**src/rtl/ika9958_st_pkg.sv**
```systemverilog
`default_nettype none
// ============================================================================
//  Module      : ika9958_st_pkg
//  Description : Shared line constants, latched-mode type and frame geometry
//                helpers for the vertical screen-timing generator.
//                  NTSC/PAL frame lengths (progressive and per interlace field)
//                  sync length, active-window start bases and active lengths
//                  st_mode_t : {pal, ln, il, adjv} shadow of the mode inputs
//  Revision    : 1.0  initial release
// ============================================================================
package ika9958_st_pkg;

   localparam int unsigned VCNT_W           = 9;

   localparam int unsigned NTSC_LINES       = 262;
   localparam int unsigned PAL_LINES        = 313;
   localparam int unsigned NTSC_IL_F0_LINES = 263;
   localparam int unsigned NTSC_IL_F1_LINES = 262;
   localparam int unsigned PAL_IL_F0_LINES  = 313;
   localparam int unsigned PAL_IL_F1_LINES  = 312;

   localparam int unsigned VSYNC_LINES      = 3;

   localparam int unsigned VSTART_NTSC_192  = 40;
   localparam int unsigned VSTART_NTSC_212  = 30;
   localparam int unsigned VSTART_PAL_192   = 67;
   localparam int unsigned VSTART_PAL_212   = 57;

   localparam int unsigned ACTIVE_192       = 192;
   localparam int unsigned ACTIVE_212       = 212;

   typedef logic [VCNT_W-1:0] vline_t;

   typedef struct packed {
      logic       pal;
      logic       ln;
      logic       il;
      logic [3:0] adjv;
   } st_mode_t;

   // Number of lines in the frame/field described by the mode and field bit.
   function automatic vline_t frame_len(input st_mode_t m, input logic field);
      vline_t len;
      if (m.pal) begin
         if (m.il) len = field ? vline_t'(PAL_IL_F1_LINES) : vline_t'(PAL_IL_F0_LINES);
         else      len = vline_t'(PAL_LINES);
      end else begin
         if (m.il) len = field ? vline_t'(NTSC_IL_F1_LINES) : vline_t'(NTSC_IL_F0_LINES);
         else      len = vline_t'(NTSC_LINES);
      end
      return len;
   endfunction

   // First active line: standard/line-count base plus the signed adjust.
   // 9-bit modular add of the sign-extended nibble gives base-8..base+7.
   function automatic vline_t vstart_of(input st_mode_t m);
      vline_t base;
      case ({m.pal, m.ln})
         2'b00:   base = vline_t'(VSTART_NTSC_192);
         2'b01:   base = vline_t'(VSTART_NTSC_212);
         2'b10:   base = vline_t'(VSTART_PAL_192);
         default: base = vline_t'(VSTART_PAL_212);
      endcase
      return base + {{(VCNT_W-4){m.adjv[3]}}, m.adjv};
   endfunction

   // First line after the active window.
   function automatic vline_t vend_of(input st_mode_t m);
      return vstart_of(m) + (m.ln ? vline_t'(ACTIVE_212) : vline_t'(ACTIVE_192));
   endfunction

endpackage
`default_nettype wire

```
**src/rtl/ika9958_st_edgedet.sv**
```systemverilog
`default_nettype none
// ============================================================================
//  Module      : ika9958_st_edgedet
//  Description : Two-flop synchroniser followed by a falling-edge detector.
//                All flops idle high, so a signal held low through reset
//                produces one edge once reset is released.
//  Ports       : clk_i   clock, rising edge
//                rst_n_i synchronous active-low reset (ignores cen_i)
//                cen_i   clock enable
//                d_i     asynchronous input
//                fall_o  high for one enabled period after a 1->0 transition
//  Revision    : 1.0  initial release
// ============================================================================
module ika9958_st_edgedet (
   input  logic clk_i,
   input  logic rst_n_i,
   input  logic cen_i,
   input  logic d_i,
   output logic fall_o
);

   // [0],[1] : synchroniser stages, [2] : previous synchronised value
   logic [2:0] sh_q;
   logic [2:0] sh_d;

   assign sh_d = {sh_q[1:0], d_i};

   always_ff @(posedge clk_i) begin
      if (!rst_n_i) begin
         sh_q <= 3'b111;
      end else if (cen_i) begin
         sh_q <= sh_d;
      end
   end

   assign fall_o = sh_q[2] & ~sh_q[1];

endmodule
`default_nettype wire

```
**src/rtl/ika9958_st_vtiming.sv**
```systemverilog
`default_nettype none
// ============================================================================
//  Module      : ika9958_st_vtiming
//  Description : Vertical screen-timing generator. Advances the line counter
//                on each end-of-line pulse from the horizontal stage and
//                derives sync, blanking, scrolled display line, interrupt
//                pulses and the external-HRST acceptance window.
//  Ports       : i_phiA       master clock
//                i_RST_n      synchronous active-low reset (ignores enable)
//                i_phiL_NCEN  clock enable, state advances when high
//                i_HEND       end-of-line pulse
//                i_VRST_n     external vertical reset, asynchronous
//                i_PAL/i_LN/i_IL/i_ADJV  mode inputs, latched at frame wrap
//                i_VSCR       vertical scroll (live)
//                i_LINT       line-interrupt compare value
//                o_VCNT o_DLINE o_VSYNC o_VBLANK o_FIELD o_VINT o_LINT
//                o_HRST_EN    registered timing outputs
//  Revision    : 1.0  initial release
// ============================================================================
module ika9958_st_vtiming
   import ika9958_st_pkg::*;
(
   input  logic       i_phiA,
   input  logic       i_RST_n,
   input  logic       i_phiL_NCEN,
   input  logic       i_HEND,
   input  logic       i_VRST_n,
   input  logic       i_PAL,
   input  logic       i_LN,
   input  logic       i_IL,
   input  logic [3:0] i_ADJV,
   input  logic [7:0] i_VSCR,
   input  logic [7:0] i_LINT,
   output logic [8:0] o_VCNT,
   output logic [7:0] o_DLINE,
   output logic       o_VSYNC,
   output logic       o_VBLANK,
   output logic       o_FIELD,
   output logic       o_VINT,
   output logic       o_LINT,
   output logic       o_HRST_EN
);

   st_mode_t mode_in;
   st_mode_t mode_q, mode_d;
   vline_t   vcnt_q, vcnt_d;
   logic     field_q, field_d;
   logic     pending_q, pending_d;
   logic     vrst_fall;

   logic [7:0] dline_q, dline_d;
   logic       vsync_q, vsync_d;
   logic       vblank_q, vblank_d;
   logic       hrst_en_q, hrst_en_d;
   logic       vint_q, vint_d;
   logic       lint_q, lint_d;

   vline_t   cur_len;
   logic     at_last_line;
   vline_t   nxt_vstart;
   vline_t   nxt_vend;
   vline_t   nxt_len;
   vline_t   dline_sum;
   logic     in_active;

   assign mode_in = '{pal: i_PAL, ln: i_LN, il: i_IL, adjv: i_ADJV};

   ika9958_st_edgedet u_vrst_edge (
      .clk_i   (i_phiA),
      .rst_n_i (i_RST_n),
      .cen_i   (i_phiL_NCEN),
      .d_i     (i_VRST_n),
      .fall_o  (vrst_fall)
   );

   // Wrap decision uses the geometry of the frame currently being scanned.
   assign cur_len      = frame_len(mode_q, field_q);
   assign at_last_line = (vcnt_q == cur_len - 9'd1);

   // ---------------------------------------------------------------------
   // Line counter, mode shadow, field and pending external reset
   // ---------------------------------------------------------------------
   always_comb begin
      vcnt_d    = vcnt_q;
      mode_d    = mode_q;
      field_d   = field_q;
      pending_d = pending_q | vrst_fall;

      if (i_HEND) begin
         // A fall arriving on this very line end is kept for the next one.
         pending_d = vrst_fall;
         if (pending_q || at_last_line) begin
            vcnt_d = '0;
            mode_d = mode_in;
            if (!mode_in.il) begin
               field_d = 1'b0;
            end else if (!pending_q) begin
               field_d = ~field_q;
            end
         end else begin
            vcnt_d = vcnt_q + 9'd1;
         end
      end
   end

   // Outputs describe the line being entered, so use the post-wrap geometry.
   assign nxt_vstart = vstart_of(mode_d);
   assign nxt_vend   = vend_of(mode_d);
   assign nxt_len    = frame_len(mode_d, field_d);
   assign dline_sum  = vcnt_d - nxt_vstart + {1'b0, i_VSCR};
   assign in_active  = (vcnt_d >= nxt_vstart) && (vcnt_d < nxt_vend);

   // ---------------------------------------------------------------------
   // Registered outputs; interrupt pulses clear on every enabled edge
   // ---------------------------------------------------------------------
   always_comb begin
      dline_d   = dline_q;
      vsync_d   = vsync_q;
      vblank_d  = vblank_q;
      hrst_en_d = hrst_en_q;
      vint_d    = 1'b0;
      lint_d    = 1'b0;

      if (i_HEND) begin
         dline_d   = dline_sum[7:0];
         vsync_d   = (vcnt_d < vline_t'(VSYNC_LINES));
         vblank_d  = ~in_active;
         hrst_en_d = (vcnt_d < vline_t'(VSYNC_LINES)) || (vcnt_d == nxt_len - 9'd1);
         vint_d    = (vcnt_d == nxt_vend);
         lint_d    = in_active && (dline_sum[7:0] == i_LINT);
      end
   end

   always_ff @(posedge i_phiA) begin
      if (!i_RST_n) begin
         vcnt_q    <= '0;
         mode_q    <= mode_in;
         field_q   <= 1'b0;
         pending_q <= 1'b0;
         dline_q   <= '0;
         vsync_q   <= 1'b1;
         vblank_q  <= 1'b1;
         hrst_en_q <= 1'b1;
         vint_q    <= 1'b0;
         lint_q    <= 1'b0;
      end else if (i_phiL_NCEN) begin
         vcnt_q    <= vcnt_d;
         mode_q    <= mode_d;
         field_q   <= field_d;
         pending_q <= pending_d;
         dline_q   <= dline_d;
         vsync_q   <= vsync_d;
         vblank_q  <= vblank_d;
         hrst_en_q <= hrst_en_d;
         vint_q    <= vint_d;
         lint_q    <= lint_d;
      end
   end

   assign o_VCNT    = vcnt_q;
   assign o_DLINE   = dline_q;
   assign o_VSYNC   = vsync_q;
   assign o_VBLANK  = vblank_q;
   assign o_FIELD   = field_q;
   assign o_VINT    = vint_q;
   assign o_LINT    = lint_q;
   assign o_HRST_EN = hrst_en_q;

endmodule
`default_nettype wire
```
**config.mk**
```make
export PLATFORM = sky130hd
export DESIGN_NAME = ika9958_st_vtiming
export DESIGN_NICKNAME = d
export VERILOG_FILES = /design/src/rtl/ika9958_st_pkg.sv /design/src/rtl/ika9958_st_edgedet.sv /design/src/rtl/ika9958_st_vtiming.sv
export SDC_FILE = /design/constraint.sdc
export NUM_CORES = 1
export LEC_CHECK = 0
export CAP_MARGIN = 25
export CORE_AREA = 3 3 91 84
export CTS_CLUSTER_DIAMETER = 50
export DETAILED_ROUTE_END_ITERATION = 7
export DIE_AREA = 0 0 94 87
export GPL_TIMING_DRIVEN = 0
export PLACE_DENSITY = 0.76
export REMOVE_ABC_BUFFERS = 1
export SLEW_MARGIN = 15
export SYNTH_ARGS = -nofsm -noshare
export SYNTH_HDL_FRONTEND = slang
export SYNTH_SLANG_ARGS = --single-unit
```
**constraint.sdc**
```tcl
create_clock -name i_phiA -period 6.1 [get_ports i_phiA]
set_input_delay 0.61 -clock i_phiA [delete_from_list [all_inputs] [get_ports i_phiA]]
set_output_delay 0.61 -clock i_phiA [all_outputs]
set_load 0.01 [all_outputs]
```
==> run_results.csv <==
group,metric,value,unit
status,status,"finished with violations",
status,violations,"setup timing",
yosys,yosysTopAreaCell,"dfxtp_1",
setup_path,slowest_delay,0.42,ns
yosys,synthTopCellsByArea,"dfxtp_1 16%, ha_1 16%, edfxtp_1 6.3%",
yosys,synthFlopType,"dfxtp_1",
die,chipWidth,94,µm
cts,cts_buffer_depth,2,
cts,root_buffer,"clkbuf_8",
timing,skew,0.00984,ns
timing,fin_crit,6.28,ns
yosys,synthesis.area,3330,µm²
setup_path,regToRegSetupSlack,-0.18,ns
setup_path,path_buf_inv,2,
placed_design,dpl.cell_count,521,
flow_run,maxCapViolCount,0,
pwr,power_leakage,1.93,nW
die,rows,28,
global_routing,grt_pass1_vias,3043,
yosys,yosysMostFrequentCell,"ha_1",
route,post_drt_wl_per_cell,16.3,µm
yosys,synth-seq-area-share,0.225,
route,drt_wl_total,9040,µm
timing,timing.final.ws_setup,-0.180,ns
global_routing,grt_pass1_wl,14600,µm
min_path,min_path_type,"flop to flop",
pwr,ir_drop,0.234,mV
die,io_pins,51,
global_routing,grtUsageTotal,0.224,
yosys,yosys.area.top_type_share,0.162,
final_layout,antenna_cells,0,
setup_path,r2r-end,"o_LINT$_SDFFE_PN0P_",
setup_path,critPathArrivalTime,6.50,ns
setup_path,cp_top_family,"compound AO/OA/AOI/OAI gates",
setup_path,cp.required,6.32,ns
setup_path,crit_slowest_cell,"edfxtp_1",
timing,drv_slew,0,
setup_path,start_kind,"flop",
global_routing,grt_max_degree,38,
cts,hold_buffers,0,
cts,cts_buffers,5,
final_layout,multi_input_area,2650,µm²
timing,maxSlewHeadroom,0.337,
global_routing,grt_overflow,0,
route,via_count,3119,
setup_path,crit_top_cell,"ha_4",
timing,setup_viol,2,
setup_path,cp_num_cells,28,
route,drt_iter0_markers,119,
setup_path,path_class,"flop to flop",
placed_design,gp_congestion,0.963,
yosys,synth_cells,395,
cts,insertion_delay,0.30,ns
placed_design,pre_cts_slack,-1.82,ns
global_routing,grt_antenna_before_repair,0,
route,antenna_left,0,
yosys,synth_common_cells,"42 x ha_1, 39 x nand2_1, 28 x inv_1",
yosys,ys_ff_latch,34,
timing,fmaxAchievable,0.159,GHz
final_layout,fillCellCount,543,
final_layout,final_cell_count_no_fill,554,
yosys,async_reset_ff_frac,0,
timing,worst_pin_slew,0.988,ns
route,drt_first_pass_iters,4,
placed_design,dp.final_hpwl,6140,µm
timing,final_hold_viol_count,0,
die,dieArea,8180,µm²
die,die_h,87,µm
final_layout,layout-drive-gt1-share,0.166,
cts,htreeDepth,2,
cts,cts_tree,"done",
setup_path,crit_start,"mode_q[4]$_DFFE_PP_",
route,vias_per_cell,5.63,
cts,cts_sinks,34,
die,core,6660,µm²
cts,path_clk_slew,0.08,ns
yosys,syn_area_per_cell,8.44,µm²
final_layout,syn_to_final_growth,33.1,%
final_layout,final-seq-area,751,µm²
pwr,pwr_density_cell,336,nW/µm²
yosys,ys_types,53,
timing,finalCritPeriodShare,1.03,
route,route.detailed.drc,0,
timing,rsz0062_at_grt,"true",
timing,whs,0.461,ns
setup_path,crit_fanout,3,
setup_path,crit_end,"o_LINT$_SDFFE_PN0P_",
setup_path,r2r_cells,28,
setup_path,timing.rr.start,"mode_q[4]$_DFFE_PP_",
yosys,synth-edff-count,7,
die,initial_core_util,0.501,
yosys,yosys_warnings,0,
final_layout,fin_nets,538,
setup_path,critPathCaptureType,"flop",
placed_design,port_buffers,50,
[through the flow]
step           instance area, µm²  total power, mW  utilization  TNS, ns
2_1_floorplan                3280            0.869            -    -1.32
3_3_place_gp                 3890             1.03        0.585    -6.57
3_5_place_dp                 3890             1.05        0.584    -7.41
4_1_cts                      4310             1.39        0.647   -0.157
5_1_grt                      4440             1.60        0.667   -0.814
6_report                     4440             1.49        0.667   -0.259
[layout make-up]
| cell class | count | share of cell area |
|---|---|---|
| inverters | 29 | 0.0245 |
| clock inverters | 2 | 0.00874 |
| clock buffers | 6 | 0.0211 |
| repair buffers | 75 | 0.154 |
| flip-flops and latches | 34 | 0.169 |
| well taps | 90 | 0.0254 |
| multi-input cells | 318 | 0.597 |
[power by group]
| group | internal, mW | switching, mW | leakage [nW] |
|---|---|---|---|
| sequential | 0.253 | 0.0151 | 0.291 |
| combinational | 0.477 | 0.499 | 1.57 |
| clock | 0.147 | 0.0976 | 0.0665 |
| total | 0.878 | 0.612 | 1.93 |
[layout by cell type, fill, tap and decap left out, types with 4 or more instances in the layout]
cell,count
nor2_1,20
ha_1,36
clkbuf_8,5
and2_1,5
buf_4,25
fa_1,4
xor2_1,16
nand2_1,39
nor2b_1,10
nor3_1,11
inv_1,25
nand2b_1,5
a21oi_2,4
ha_4,5
mux2i_1,10
nand3_1,7
a21boi_0,5
nand4_1,6
a21o_1,7
o21bai_1,6
clkdlybuf4s50_1,49
a21oi_1,22
xnor2_1,19
mux2_2,5
o21ai_0,11
inv_2,4
dfxtp_1,27
edfxtp_1,7
xnor2_2,4
[how the worst min path moves through the flow]
stage / startpoint / to / slack (ns) / cells after the start
2_1_floorplan: u_vrst_edge.sh_q[2]$_SDFFE_PN1P_ / u_vrst_edge.sh_q[2]$_SDFFE_PN1P_ / 0.44 / 2
3_3_place_gp: o_VSYNC$_SDFFE_PN1P_ / o_VSYNC$_SDFFE_PN1P_ / 0.45 / 1
3_5_place_dp: o_VSYNC$_SDFFE_PN1P_ / o_VSYNC$_SDFFE_PN1P_ / 0.45 / 1
4_1_cts: o_VSYNC$_SDFFE_PN1P_ / o_VSYNC$_SDFFE_PN1P_ / 0.47 / 1
5_1_grt: o_VSYNC$_SDFFE_PN1P_ / o_VSYNC$_SDFFE_PN1P_ / 0.48 / 1
6_report: o_VSYNC$_SDFFE_PN1P_ / o_VSYNC$_SDFFE_PN1P_ / 0.46 / 1
[logic make-up after synthesis]
kind of cell | after synthesis | share of synthesized area
and+or+nand+nor | 119 | 0.177
AOI/OAI and AO/OA | 90 | 0.177
DFF | 34 | 0.225
xor gates and xnor gates | 43 | 0.123
muxes | 19 | 0.0604
buffers and inverters | 43 | 0.0492
adders and majority gates | 47 | 0.188
[flip-flops by register name, summed over array words and instances (netlist names)]
name and flops:
o_DLINE 8, o_VSYNC 1, mode_q 7, o_VCNT 9, pending_q 1, o_HRST_EN 1, u_vrst_edge.sh_q 3, o_FIELD 1
o_LINT 1, o_VINT 1, o_VBLANK 1
[layer usage]
metal  part of all wire  vias to the layer above  global-route usage  wire length (µm)
met5                  0                        -                   0                 0
met4              0.012                        0              0.0591               111
met3              0.053                       12              0.0320               481
met2               0.49                       91               0.391              4430
met1               0.44                     1485               0.291              4020
li1                   -                     1531                   -                 -
[timing repair]
action / CTS / global route
setup buffers: 20 / 6
setup endpoints to repair: 7 / 5
pin swaps: 22 / 25
resized for setup: 26 / 17
No activity file was read; power rests on OpenSTA's default activity.
